**src/rtl/cpu_pkg.sv**
```systemverilog
// Shared encodings for the multi-cycle CPU controller: states, opcodes and ALU codes.
package cpu_pkg;

  typedef enum logic [2:0] {
    S_IDLE   = 3'd0,
    S_FETCH  = 3'd1,
    S_DECODE = 3'd2,
    S_EXEC   = 3'd3,
    S_MEM    = 3'd4,
    S_WB     = 3'd5,
    S_HALT   = 3'd6,
    S_FAULT  = 3'd7
  } state_e;

  localparam logic [3:0] OP_NOP  = 4'd0;
  localparam logic [3:0] OP_ADD  = 4'd1;
  localparam logic [3:0] OP_SUB  = 4'd2;
  localparam logic [3:0] OP_AND  = 4'd3;
  localparam logic [3:0] OP_OR   = 4'd4;
  localparam logic [3:0] OP_LD   = 4'd5;
  localparam logic [3:0] OP_ST   = 4'd6;
  localparam logic [3:0] OP_JMP  = 4'd7;
  localparam logic [3:0] OP_BEQ  = 4'd8;
  localparam logic [3:0] OP_HALT = 4'd15;

  localparam logic [1:0] ALU_ADD = 2'b00;
  localparam logic [1:0] ALU_SUB = 2'b01;
  localparam logic [1:0] ALU_AND = 2'b10;
  localparam logic [1:0] ALU_OR  = 2'b11;

  // ALU opcodes 1..4 map directly onto alu_op 0..3.
  function automatic logic [1:0] alu_of(input logic [3:0] op);
    logic [3:0] t;
    t = op - 4'd1;
    return t[1:0];
  endfunction

endpackage

```
**src/rtl/cpu_ctrl_timeout.sv**
```systemverilog
// Memory watchdog: counts cycles a request waits for ready and flags expiry at MEM_TIMEOUT.
module cpu_ctrl_timeout #(
  parameter int MEM_TIMEOUT = 15
) (
  input  logic clk,
  input  logic rst_n,
  input  logic req,
  input  logic ready,
  input  logic clear,
  output logic expired
);

  localparam int CW = (MEM_TIMEOUT < 2) ? 1 : $clog2(MEM_TIMEOUT + 1);
  localparam logic [CW-1:0] LIMIT = CW'(MEM_TIMEOUT);

  logic [CW-1:0] cnt_q, cnt_d;

  // Saturates at the limit; the controller leaves the state on expiry, which clears it.
  always_comb begin
    cnt_d = cnt_q;
    if (clear || ready) begin
      cnt_d = '0;
    end else if (req && (cnt_q != LIMIT)) begin
      cnt_d = cnt_q + {{(CW-1){1'b0}}, 1'b1};
    end
  end

  always_ff @(posedge clk or negedge rst_n) begin
    if (!rst_n) cnt_q <= '0;
    else        cnt_q <= cnt_d;
  end

  assign expired = (cnt_q == LIMIT);

endmodule

```
**src/rtl/cpu_ctrl.sv**
```systemverilog
// Multi-cycle CPU control FSM with memory watchdog and retired-instruction counter.
// Optional CPU_CTRL_SINGLE_STEP_EN adds a step input gating IDLE -> FETCH.
module cpu_ctrl
  import cpu_pkg::*;
#(
  parameter int MEM_TIMEOUT = 15,
  parameter int CNT_W       = 8
) (
  input  logic             clock,
  input  logic             reset,
`ifdef CPU_CTRL_SINGLE_STEP_EN
  input  logic             step,
`endif
  input  logic [3:0]       opcode,
  input  logic             zero,
  input  logic             mem_ready,
  output logic             ir_we,
  output logic             pc_we,
  output logic             reg_we,
  output logic             mem_req,
  output logic             mem_we,
  output logic             pc_sel,
  output logic             addr_sel,
  output logic             wb_sel,
  output logic [1:0]       alu_op,
  output logic             halted,
  output logic             fault,
  output logic [2:0]       state,
  output logic [CNT_W-1:0] instr_cnt
);

  state_e           state_q, state_d;
  logic [CNT_W-1:0] instr_cnt_q, instr_cnt_d;
  logic             expired;
  logic             retire;

  cpu_ctrl_timeout #(.MEM_TIMEOUT(MEM_TIMEOUT)) u_timeout (
    .clk     (clock),
    .rst_n   (reset),
    .req     (mem_req),
    .ready   (mem_ready),
    .clear   (state_d != state_q),
    .expired (expired)
  );

  always_comb begin
    state_d  = state_q;
    ir_we    = 1'b0;
    pc_we    = 1'b0;
    reg_we   = 1'b0;
    mem_req  = 1'b0;
    mem_we   = 1'b0;
    pc_sel   = 1'b0;
    addr_sel = 1'b0;
    wb_sel   = 1'b0;
    alu_op   = ALU_ADD;
    unique case (state_q)
      S_IDLE: begin
`ifdef CPU_CTRL_SINGLE_STEP_EN
        if (step) state_d = S_FETCH;
`else
        state_d = S_FETCH;
`endif
      end
      S_FETCH: begin
        mem_req = 1'b1;
        if (mem_ready) begin
          ir_we   = 1'b1;
          pc_we   = 1'b1;
          state_d = S_DECODE;
        end else if (expired) begin
          state_d = S_FAULT;
        end
      end
      S_DECODE: begin
        unique case (opcode)
          OP_ADD, OP_SUB, OP_AND, OP_OR: state_d = S_EXEC;
          OP_LD, OP_ST:                  state_d = S_MEM;
          OP_NOP:                        state_d = S_IDLE;
          OP_JMP: begin
            pc_we   = 1'b1;
            pc_sel  = 1'b1;
            state_d = S_IDLE;
          end
          OP_BEQ: begin
            pc_we   = zero;
            pc_sel  = 1'b1;
            state_d = S_IDLE;
          end
          OP_HALT:                       state_d = S_HALT;
          default:                       state_d = S_FAULT;
        endcase
      end
      S_EXEC: begin
        alu_op  = alu_of(opcode);
        state_d = S_WB;
      end
      S_WB: begin
        alu_op  = alu_of(opcode);
        reg_we  = 1'b1;
        state_d = S_IDLE;
      end
      S_MEM: begin
        mem_req  = 1'b1;
        addr_sel = 1'b1;
        mem_we   = (opcode == OP_ST);
        if (mem_ready) begin
          reg_we  = (opcode == OP_LD);
          wb_sel  = (opcode == OP_LD);
          state_d = S_IDLE;
        end else if (expired) begin
          state_d = S_FAULT;
        end
      end
      default: state_d = state_q;
    endcase
  end

  // An instruction retires when it returns to IDLE after decode, or when it halts.
  always_comb begin
    retire = 1'b0;
    if ((state_q == S_DECODE || state_q == S_WB || state_q == S_MEM) && state_d == S_IDLE)
      retire = 1'b1;
    if (state_q != S_HALT && state_d == S_HALT)
      retire = 1'b1;
    instr_cnt_d = retire ? instr_cnt_q + {{(CNT_W-1){1'b0}}, 1'b1} : instr_cnt_q;
  end

  always_ff @(posedge clock or negedge reset) begin
    if (!reset) begin
      state_q     <= S_IDLE;
      instr_cnt_q <= '0;
    end else begin
      state_q     <= state_d;
      instr_cnt_q <= instr_cnt_d;
    end
  end

  assign state     = state_q;
  assign instr_cnt = instr_cnt_q;
  assign halted    = (state_q == S_HALT);
  assign fault     = (state_q == S_FAULT);

endmodule

```
**config.mk**
```make
export PLATFORM = sky130hd
export DESIGN_NAME = cpu_ctrl
export DESIGN_NICKNAME = d
export VERILOG_FILES = /design/src/rtl/cpu_pkg.sv /design/src/rtl/cpu_ctrl_timeout.sv /design/src/rtl/cpu_ctrl.sv
export SDC_FILE = /design/constraint.sdc
export NUM_CORES = 1
export LEC_CHECK = 0
export CAP_MARGIN = 20
export CORE_MARGIN = 1
export CORE_UTILIZATION = 48
export DETAILED_ROUTE_END_ITERATION = 16
export PLACE_DENSITY = 0.79
export SLEW_MARGIN = 20
export SYNTH_ARGS = -nofsm -noshare
export SYNTH_HDL_FRONTEND = slang
export SYNTH_SLANG_ARGS = --single-unit
```
**constraint.sdc**
```tcl
create_clock -name clock -period 2.38 [get_ports clock]
set_input_delay 0.238 -clock clock [delete_from_list [all_inputs] [get_ports clock]]
set_output_delay 0.238 -clock clock [all_outputs]
set_load 0.05 [all_outputs]
```
Word-level counts from Yosys, hierarchy flattened
Index checks and enable logic that the tools add are counted.

word-level totals
  register bits after elaboration = 15
  input bits = 8
  output and inout bits = 23
  logic and storage cells = 65

cells by class
  $add $sub $neg = 3
  equality and inequality tests = 21
  mux-type cells = 22
  reductions and logical operators = 16

operator list
  kind                 number
  $pmux 3 s6           1
  $eq 4x3->1 const B   4
  $eq 3x3->1 const B   5
  $eq 4x4->1 const B   3
  $pmux 3 s4           1
  $mux 1               11
  $mux 3               3
  $add 8x1->8 const B  1
  $eq 4x2->1 const B   2
  $mux 4               2
  $reduce_or 2->1      4
  $eq 3x2->1 const B   2
  $logic_not 3->1      2
  $pmux 1 s2           3
  $add 4x1->4 const B  1
  $eq 4x1->1 const B   1
  $logic_not 4->1      1
  $ne 4x4->1 const B   1
  $reduce_or 4->1      1
  $eq 3x1->1 const B   1
  $logic_and 1x1->1    3
  $logic_or 1x1->1     3
  $ne 3x3->1           1
  $ne 3x3->1 const B   1
  4 further kinds      4

Depth between registers and ports, before layout
Gate-level depths: netlist of run 1.

  depth in word-level cells = 8
  mapped depth = 8
  depth with buffers taken out = 8

Modules after synthesis
Synthesis of run 1 repeated with hierarchy kept, for this count alone.

second synthesis, totals
  cells, all modules = 135
  area total of the unflattened synthesis = 1,173.6 sq um

by module, submodules not included
  module            times used  cells each  area an instance (sq um)  sequential area each (sq um)
  cpu_ctrl          1           115         950.9                     275.3
  cpu_ctrl_timeout  1           20          222.7                     100.1

Worst setup path before layout of run 1
Ideal clock, no wire load.

  kind = flip-flop to output port
  from = reg state_q[1] (netlist: state[1])
  to = out reg_we
  arrival time = 2.910 ns
  required time = 2.142 ns
  setup slack = -0.768 ns
  cell stages (with the launch flop) = 8
  buffers on the path = 1
  cells stage by stage = dfrtp_1 > buf_4 > inv_1 > nand2_1 > nor2_1 > and3_1 > and3_1 > o21bai_1

between the ends
  longest elaborated chain between the ends = 2
  elaborated cells on any way between the ends = 3
  classes of those cells = 2 x eq/ne; 1 x mux

ends and longest elaborated chain
  what                    RTL line         source
  start, declared         cpu_ctrl.sv:32   state_e state_q, state_d;
  start signal, assigned  cpu_ctrl.sv:134  state_q <= state_d;
  $eq 3x3->1              cpu_ctrl.sv:57   unique case (state_q)
  $pmux 1 s2 *            cpu_ctrl.sv:57
  end, declared           cpu_ctrl.sv:19   output logic reg_we,

Every way passes the cells marked *; elsewhere a longest branch is shown, timed or not.

Final worst setup path of run 1
  from = reg state_q[1] (netlist: state[1])
  to = out addr_sel

between the ends
  longest elaborated chain between the ends = 2

ends and longest elaborated chain
  what           RTL line        source
  $eq 3x3->1     cpu_ctrl.sv:57
  $mux 1         cpu_ctrl.sv:57
  end, declared  cpu_ctrl.sv:23  output logic addr_sel,

Every way passes these cells.

==> results of run 1 <==
==> repair_timing <==
item | 4_1_cts | 5_1_grt
gates resized for setup | 1 | 7
setup endpoints to repair | 1 | 14
pin swaps | 0 | 1
==> critical path, delay by kind of cell, from the launching register on <==
| kind | cells | cell delay (ns) |
|---|---|---|
| buffers and inverters | 2 | 0.96 |
| flip-flops | 1 | 0.51 |
| AND/OR/NAND/NOR | 2 | 0.29 |
==> routing by layer <==
layer	vias to the layer above	share of wire	track usage	wire (um)
li1	565	-	-	-
met1	566	0.41	0.297	1230
met2	70	0.49	0.453	1460
met3	18	0.064	0.00877	191
met4	0	0.034	0.135	100
met5	-	0	0	0
==> worst max path at each step <==
stage	to	slack, ns	depth (start not counted)
floorplan	reg_we	-0.08	7
CTS	reg_we	0.03	7
global placement	instr_cnt[7]	-0.18	10
finish	addr_sel	0.10	4
global route	addr_sel	0.02	4
detailed placement	instr_cnt[7]	-0.26	10
==> kinds of logic after synthesis <==
family,count (synthesis)
compound gates,29
buf+inv,14
fa+ha+maj,6
flops,15
xor+xnor,11
simple gates,56
mux,3
==> per-stage QoR <==
stage / utilization / TNS [ns] / total power, mW / hold slack (ns)
floorplan: - / -0.0778 / 0.285 / -0.0576
global placement: 0.737 / -1.63 / 0.316 / 0.456
detailed placement: 0.737 / -2.60 / 0.319 / 0.456
CTS: 0.749 / 0 / 0.462 / 0.362
global route: 0.759 / 0 / 0.479 / 0.401
finish: 0.759 / 0 / 0.456 / 0.348
==> flip-flops by register name, summed over array words and instances, names as in the netlist <==
name,cells
u_timeout.cnt_q,4
instr_cnt,8
state,3
==> final cells by class <==
class / count / area share
sequential: 15 / 0.218
timing repair buffer: 44 / 0.262
inverter: 9 / 0.0196
multi-input combinational: 105 / 0.464
clock inverter: 1 / 0.00290
clock buffer: 3 / 0.0130
tap: 28 / 0.0203
==> cell usage after synthesis, drive strengths merged (2+ instances only) <==
cell / instances
a2111oi: 4
a21oi: 6
and2: 2
and3: 4
buf: 5
dfrtp: 15
ha: 6
inv: 9
mux2: 2
nand2: 13
nand2b: 3
nand3: 6
nand4: 2
nor2: 12
nor2b: 2
nor3: 7
nor3b: 2
o21ai: 7
xnor2: 2
xor2: 9
==> power breakdown <==
part | total (mW) | internal, mW | switching, mW
registers | 0.255 | 0.255 | 0
clock network | 0.141 | 0.0623 | 0.0786
logic | 0.0602 | 0.0295 | 0.0307
total | 0.456 | 0.346 | 0.109
==> metrics.txt, run 1 <==
outcome finished, final reports clean; Finished Cell Area 1730 sq um; register area 377 sq um; IO Pins 31; CP Cell Sequence inv_1, nand2_1, nor2_4, clkdlybuf4s50_1; PortBufs 30; vias in the first global route 1,113; commonest cells after routing, fill and taps aside 18 x clkdlybuf4s50_1, 17 x buf_4, 14 x dfrtp_1; critical path capture point type output port; Yosys reg bits 15; first-pass GRT wire length 4990 um; Worst Setup Path Type flip-flop to output port; dpl hpwl 2390 um; drt total wl 2980 um; share of cells above drive strength 1 0.282; RR Startpoint u_timeout.cnt_q[0]; Residual DRC 0; GR Util All Layers 0.251; largest net degree at the start of global routing 16; placed cells 201; final worst slack 0.101 ns; sequential-to-total area share from yosys stat 0.313; # rows 17; initial antenna violation count 0; CTS root buf clkbuf_4; CTS Buf Count 3; fin crit share 0.958; clock buffer depth 2; cell area after synthesis 1200 sq um; Primary FF master, synth dfrtp_1; post-synthesis xor/xnor area fraction 0.0803; post-synthesis cell type count 42; drt wl/cell 14.5 um; r2r endpoint instr_cnt[1]; Core ar. 2280 sq um; Post-Layout Cell Count 205; Startpoint Class flip-flop; Arrival @ worst endpoint 2.04 ns; DIE WIDTH 52.0 um; post-layout net count 192; Mapped Nets 148; synthesis warning total 0; Hold Path Class primary input to async pin; synth-to-layout area growth 44.0%; RSZ-0062 raised after global routing false; Final Wtd Congestion 0.916; DP Worst Slack -0.256 ns; Post-CTS Setup Inserts 0; clock sinks 15; minimum clock period 2.28 ns; Synth Area in Compound Gates 0.223; worst vdd ir 0.000295 V; PwrDens 264 nW/um^2; Post-synth EDFFs 0; # diodes 0; initial core utilization 0.527; R2R Setup Slk 0.25 ns; Final setup viols 0; number of DRC markers in iteration 0 36; Worst Setup SP state[1]; Worst Reg-to-Reg Cells 7; total number of vias 1,219; CTS tree built; die area 2700 sq um; skew final 0.00399 ns; Vias/cell 5.95; Simple-Gate Fraction of Synth Area 0.235; Mapped Cells 134; Worst-Skew Late Latency 0.28 ns; commonest non-fill, non-tap cell in the layout clkdlybuf4s50_1; # fillers 146; count of maximum capacitance violations 0; adder-cell area share of the yosys netlist 0.0626; CP Data Required Time 2.14 ns; Worst-path clk slew 0.09 ns; antenna-violating nets left 0; first drt pass iteration count 4; synthesized area per cell 8.95 sq um; ys async rst share 1.00; Slew Viols, Final 0; # hold bufs at CTS 0; multiplexer share of the synthesized area 0.0302; GRT overflow 0; Worst path max stage delay 0.80 ns; Rel. slew slack 0.571; die height 52.0 um; Least-Margin Pin Slew 0.641 ns; Worst Path Max Fanout 12; H-tree depth 1; synth top area cells dfrtp_1 31%, xor2_1 6.6%, ha_1 6.3%; final hold vios 0; largest family of logic cells by synthesized area simple AND/OR/NAND/NOR gates; leak pwr 0.768 nW; fmax 439 MHz; Synth area leader dfrtp_1; multi-input logic area 802 sq um; share of the synthesized area in the top cell type 0.313; dpl cell area 1680 sq um; Slowest-stage cell, CP clkdlybuf4s50_1
(Power assumes the default switching activity.)
==> run 2, diff against run 1 <==
--- a/config.mk
+++ b/config.mk
@@ -7,9 +7,9 @@
 export LEC_CHECK = 0
 export CAP_MARGIN = 20
 export CORE_MARGIN = 1
-export CORE_UTILIZATION = 48
+export CORE_UTILIZATION = 45
 export DETAILED_ROUTE_END_ITERATION = 16
-export PLACE_DENSITY = 0.79
+export PLACE_DENSITY = 0.72
 export SLEW_MARGIN = 20
 export SYNTH_ARGS = -nofsm -noshare
 export SYNTH_HDL_FRONTEND = slang
==> run 2 against run 1 <==
Combinational power shrank 3%; critical path depth is the same; non-clock buffer count is the same; register-to-register slack lost 0.08 ns; global-route usage fell by 3.2 points; critical path type unchanged.
==> metrics.txt, run 2 (synthesis results as in run 1) <==
CTS tree built; GR Util All Layers 0.219; fin util 0.691; minimum clock period 2.28 ns; drt wl/cell 14.1 um; multi-input logic area 813 sq um; Worst Path Max Fanout 13; dpl hpwl 2320 um; antenna-violating nets left 0; Detail Route met2 WL 1510 um; clock sinks 15; fmax 439 MHz; Vias/cell 5.58; count of maximum capacitance violations 0; Residual DRC 0; Worst-path clk slew 0.10 ns; critical path capture point type output port; DIE WIDTH 53.6 um; initial antenna violation count 0; # rows 18; initial core utilization 0.480; skew final 0.00361 ns; share of cells above drive strength 1 0.282; IO Pins 31; outcome finished, final reports clean; # hold bufs at CTS 0; CTS Buf Count 3; share of power burned in registers 0.549; Slew Viols, Final 0; clock buffer depth 2; Least-Margin Pin Slew 0.641 ns; dpl cell area 1660 sq um; Hold Path Class primary input to async pin; # diodes 0; Startpoint Class flip-flop; Psw 0.117 mW; commonest cells after routing, fill and taps aside 18 x clkdlybuf4s50_1, 18 x buf_4, 14 x dfrtp_1; Arrival @ worst endpoint 2.04 ns; first-pass GRT wire length 4620 um; r2r endpoint instr_cnt[1]; met1 WL 1250 um; fin crit share 0.957; Rel. slew slack 0.571; post-layout net count 192; # fillers 203; routed length on met3 142 um; RSZ-0062 raised after global routing false; worst vdd ir 0.000265 V; H-tree depth 1; clock power share 0.324; final hold vios 0; PortBufs 30; Core ar. 2500 sq um; Worst-Skew Late Latency 0.28 ns; register area 377 sq um; Final Wtd Congestion 0.904; Worst Setup Path Type flip-flop to output port; vias in the first global route 1,083; GRT overflow 0; setup TNS 0 ns; Largest register FFs 8; synth-to-layout area growth 44.0%; PwrDens 268 nW/um^2; CP Data Required Time 2.14 ns; number of DRC markers in iteration 0 26; first drt pass iteration count 4; CTS root buf clkbuf_4; RR Startpoint state[2]; leak pwr 0.772 nW; Post-CTS Setup Inserts 0; Top Layer Used met4; drt total wl 2910 um; Finished Cell Area 1730 sq um; Worst Reg-to-Reg Cells 6; R2R Setup Slk 0.17 ns; Pint 0.347 mW; final hold slack 0.340 ns; switch share 0.252; total number of vias 1,155; die area 2880 sq um; logic gate share of total power 0.126; largest net degree at the start of global routing 16; die height 53.6 um; Final setup viols 0
==> run 2: metrics by stage <==
step	total power [mW]	setup WS [ns]	cells
floorplan	0.285	-0.0778	134
global placement	0.316	-0.206	203
detailed placement	0.318	-0.272	203
CTS	0.466	0.00512	207
global route	0.482	0.0156	207
finish	0.464	0.103	207
==> run 2: power groups by stage <==
stage / registers [mW] / logic, mW / clock network [mW]
global route: 0.255 / 0.0643 / 0.163
floorplan: 0.260 / 0.0250 / 0
finish: 0.255 / 0.0586 / 0.150
detailed placement: 0.260 / 0.0580 / 0
CTS: 0.255 / 0.0581 / 0.153
global placement: 0.260 / 0.0562 / 0
==> run 2: how the worst max path moves through the flow <==
stage,startpoint,endpoint,cells past startpoint
detailed placement,opcode[0],instr_cnt[1],9
floorplan,state[1],reg_we,7
global placement,opcode[0],instr_cnt[6],10
finish,state[0],fault,4
CTS,state[1],halted,3
global route,state[0],fault,4
==> run 2: metal layers <==
metal	track usage	up-vias
li1	-	564
met1	0.269	552
met2	0.404	37
met3	0.0169	2
met4	0.0658	0
met5	0	-
==> run 2: cell type report <==
type / count / share of cell area
Timing Repair Buffer: 44 / 0.253
Multi-Input combinational cell: 105 / 0.471
Tap cell: 30 / 0.0217
Sequential cell: 15 / 0.218
Clock inverter: 1 / 0.00434
Inverter: 9 / 0.0196
Clock buffer: 3 / 0.0130
==> run 2: critical path: stages, from the launching register on <==
cell	delay [ns]
dfrtp_1	0.58
buf_4	0.21
inv_1	0.05
nor2_1	0.10
clkdlybuf4s50_1	0.80
==> run 2: what timing repair did <==
action	in CTS	in global routing
endpoints found under the setup margin	0	14
gates resized for setup	0	12
hold endpoints to repair	0	0
==> run 3, diff against run 2 <==
==> constraint.sdc (replaced) <==
create_clock -name clock -period 2.3 [get_ports clock]
set_input_delay 0.23 -clock clock [delete_from_list [all_inputs] [get_ports clock]]
set_output_delay 0.23 -clock clock [all_outputs]
set_load 0.05 [all_outputs]
==> run 3 against run 2 <==
Via count up 3.5%; first-iteration DRC count up 27%; clock skew up 0.0019 ns; final area up 5.8%; utilization up 4.0 points; sequential power up 3%; combinational power up 15%; cell count up 0.48%; sequential share of layout area down 1.1 points; setup slack better by 0.014 ns; highest routed layer unchanged.
==> metrics.txt, run 3 (synthesis results as in run 1) <==
CTS tree built; Rel. slew slack 0.583; die height 53.6 um; drt wl/cell 14.7 um; multi-input logic area 865 sq um; PwrDens 261 nW/um^2; worst vdd ir 0.000352 V; R2R Setup Slk 0.12 ns; Residual DRC 0; Arrival @ worst endpoint 1.95 ns; PortBufs 30; total power 0.477 mW; Final Wtd Congestion 0.901; first-pass GRT wire length 4770 um; minimum clock period 2.18 ns; Psw 0.117 mW; synth-to-layout area growth 52.3%; # fillers 196; register area 378 sq um; # rows 18; clock sinks 15; switch share 0.246; Slew Viols, Final 0; RR Startpoint u_timeout.cnt_q[0]; outcome finished, final reports clean; dpl hpwl 2360 um; CP Data Required Time 2.07 ns; Startpoint Class flip-flop; critical path capture point type output port; total number of vias 1,196; skew final 0.00550 ns; final hold vios 0; Final setup viols 0; Worst-Skew Late Latency 0.28 ns; clock buffer depth 2; Worst-path clk slew 0.09 ns; Pint 0.360 mW; Core ar. 2500 sq um; Worst Path Max Fanout 12; H-tree depth 1; first drt pass iteration count 4; CTS Buf Count 3; Hold Path Class primary input to async pin; GRT overflow 0; IO Pins 31; number of DRC markers in iteration 0 33; r2r endpoint instr_cnt[4]; commonest cells after routing, fill and taps aside 17 x clkdlybuf4s50_1, 17 x buf_4, 13 x nand2_1, 13 x dfrtp_1, 10 x nor2_1; fmax 458 MHz; leak pwr 0.774 nW; drt total wl 3060 um; share of power burned in registers 0.552; antenna-violating nets left 0; Worst Setup Path Type flip-flop to output port; largest net degree at the start of global routing 16; # diodes 0; Largest register FFs 8; count of maximum capacitance violations 0; clock power share 0.308; Vias/cell 5.75; logic gate share of total power 0.140; share of cells above drive strength 1 0.331; Worst Reg-to-Reg Cells 9; initial core utilization 0.480; Least-Margin Pin Slew 0.624 ns; initial antenna violation count 0; vias in the first global route 1,099; Post-Layout Cell Count 208; GR Util All Layers 0.229; fin crit share 0.949; post-layout net count 193; DIE WIDTH 53.6 um; RSZ-0062 raised after global routing false; placed cells 202; CTS root buf clkbuf_4; die area 2880 sq um; # hold bufs at CTS 0
-- run 3: repair_timing --
action	CTS	global route
pin swaps	1	4
resized for setup	6	10
setup endpoints to repair	5	14
buffers inserted	0	2
-- run 3: stage by stage --
step | utilization | setup slack, ns | setup TNS [ns] | instance area [sq um] | hold WS, ns
6_report | 0.731 | 0.117 | 0 | 1830 | 0.328
2_1_floorplan | - | -0.0339 | -0.0339 | 1240 | -0.0656
5_1_grt | 0.731 | 0.0135 | 0 | 1830 | 0.358
3_5_place_dp | 0.682 | -0.371 | -3.54 | 1710 | 0.458
3_3_place_gp | 0.682 | -0.265 | -2.54 | 1710 | 0.456
4_1_cts | 0.708 | 0.00588 | 0 | 1770 | 0.341
-- run 3: worst max path at each step --
stage | from | end | slack, ns
finish | state[2] | alu_op[0] | 0.12
global route | u_timeout.cnt_q[0] | u_timeout.cnt_q[0] | 0.01
CTS | opcode[0] | instr_cnt[6] | 0.006
detailed placement | opcode[0] | instr_cnt[4] | -0.37
global placement | opcode[0] | instr_cnt[7] | -0.27
floorplan | state[1] | reg_we | -0.03
-- run 3: layer usage --
metal,vias to the layer above,global-route usage,wire length [um]
met5,-,0,0
met4,0,0.105,55
met3,7,0.0311,148
met2,50,0.402,1590
met1,569,0.274,1260
li1,570,-,-
-- run 3: power by group through the flow --
stage	clock [mW]	sequential, mW	combinational, mW
final	0.147	0.263	0.0671
after global routing	0.160	0.263	0.0733
after CTS	0.150	0.263	0.0661
after detailed placement	0	0.269	0.0614
after global placement	0	0.269	0.0588
after floorplan	0	0.269	0.0259
-- run 3: critical path, cell delays in order, from the launching register on --
cell             delay (ns)
dfrtp_2                0.48
xor2_1                 0.17
nand2_1                0.10
nor2_1                 0.11
clkdlybuf4s50_1        0.81
-- run 3: area by class of cell --
cell class,count,area share
well taps,30,0.0205
clock inverters,1,0.00274
multi-input cells,105,0.473
inverters,9,0.0185
repair buffers,45,0.266
flip-flops and latches,15,0.207
clock buffers,3,0.0123
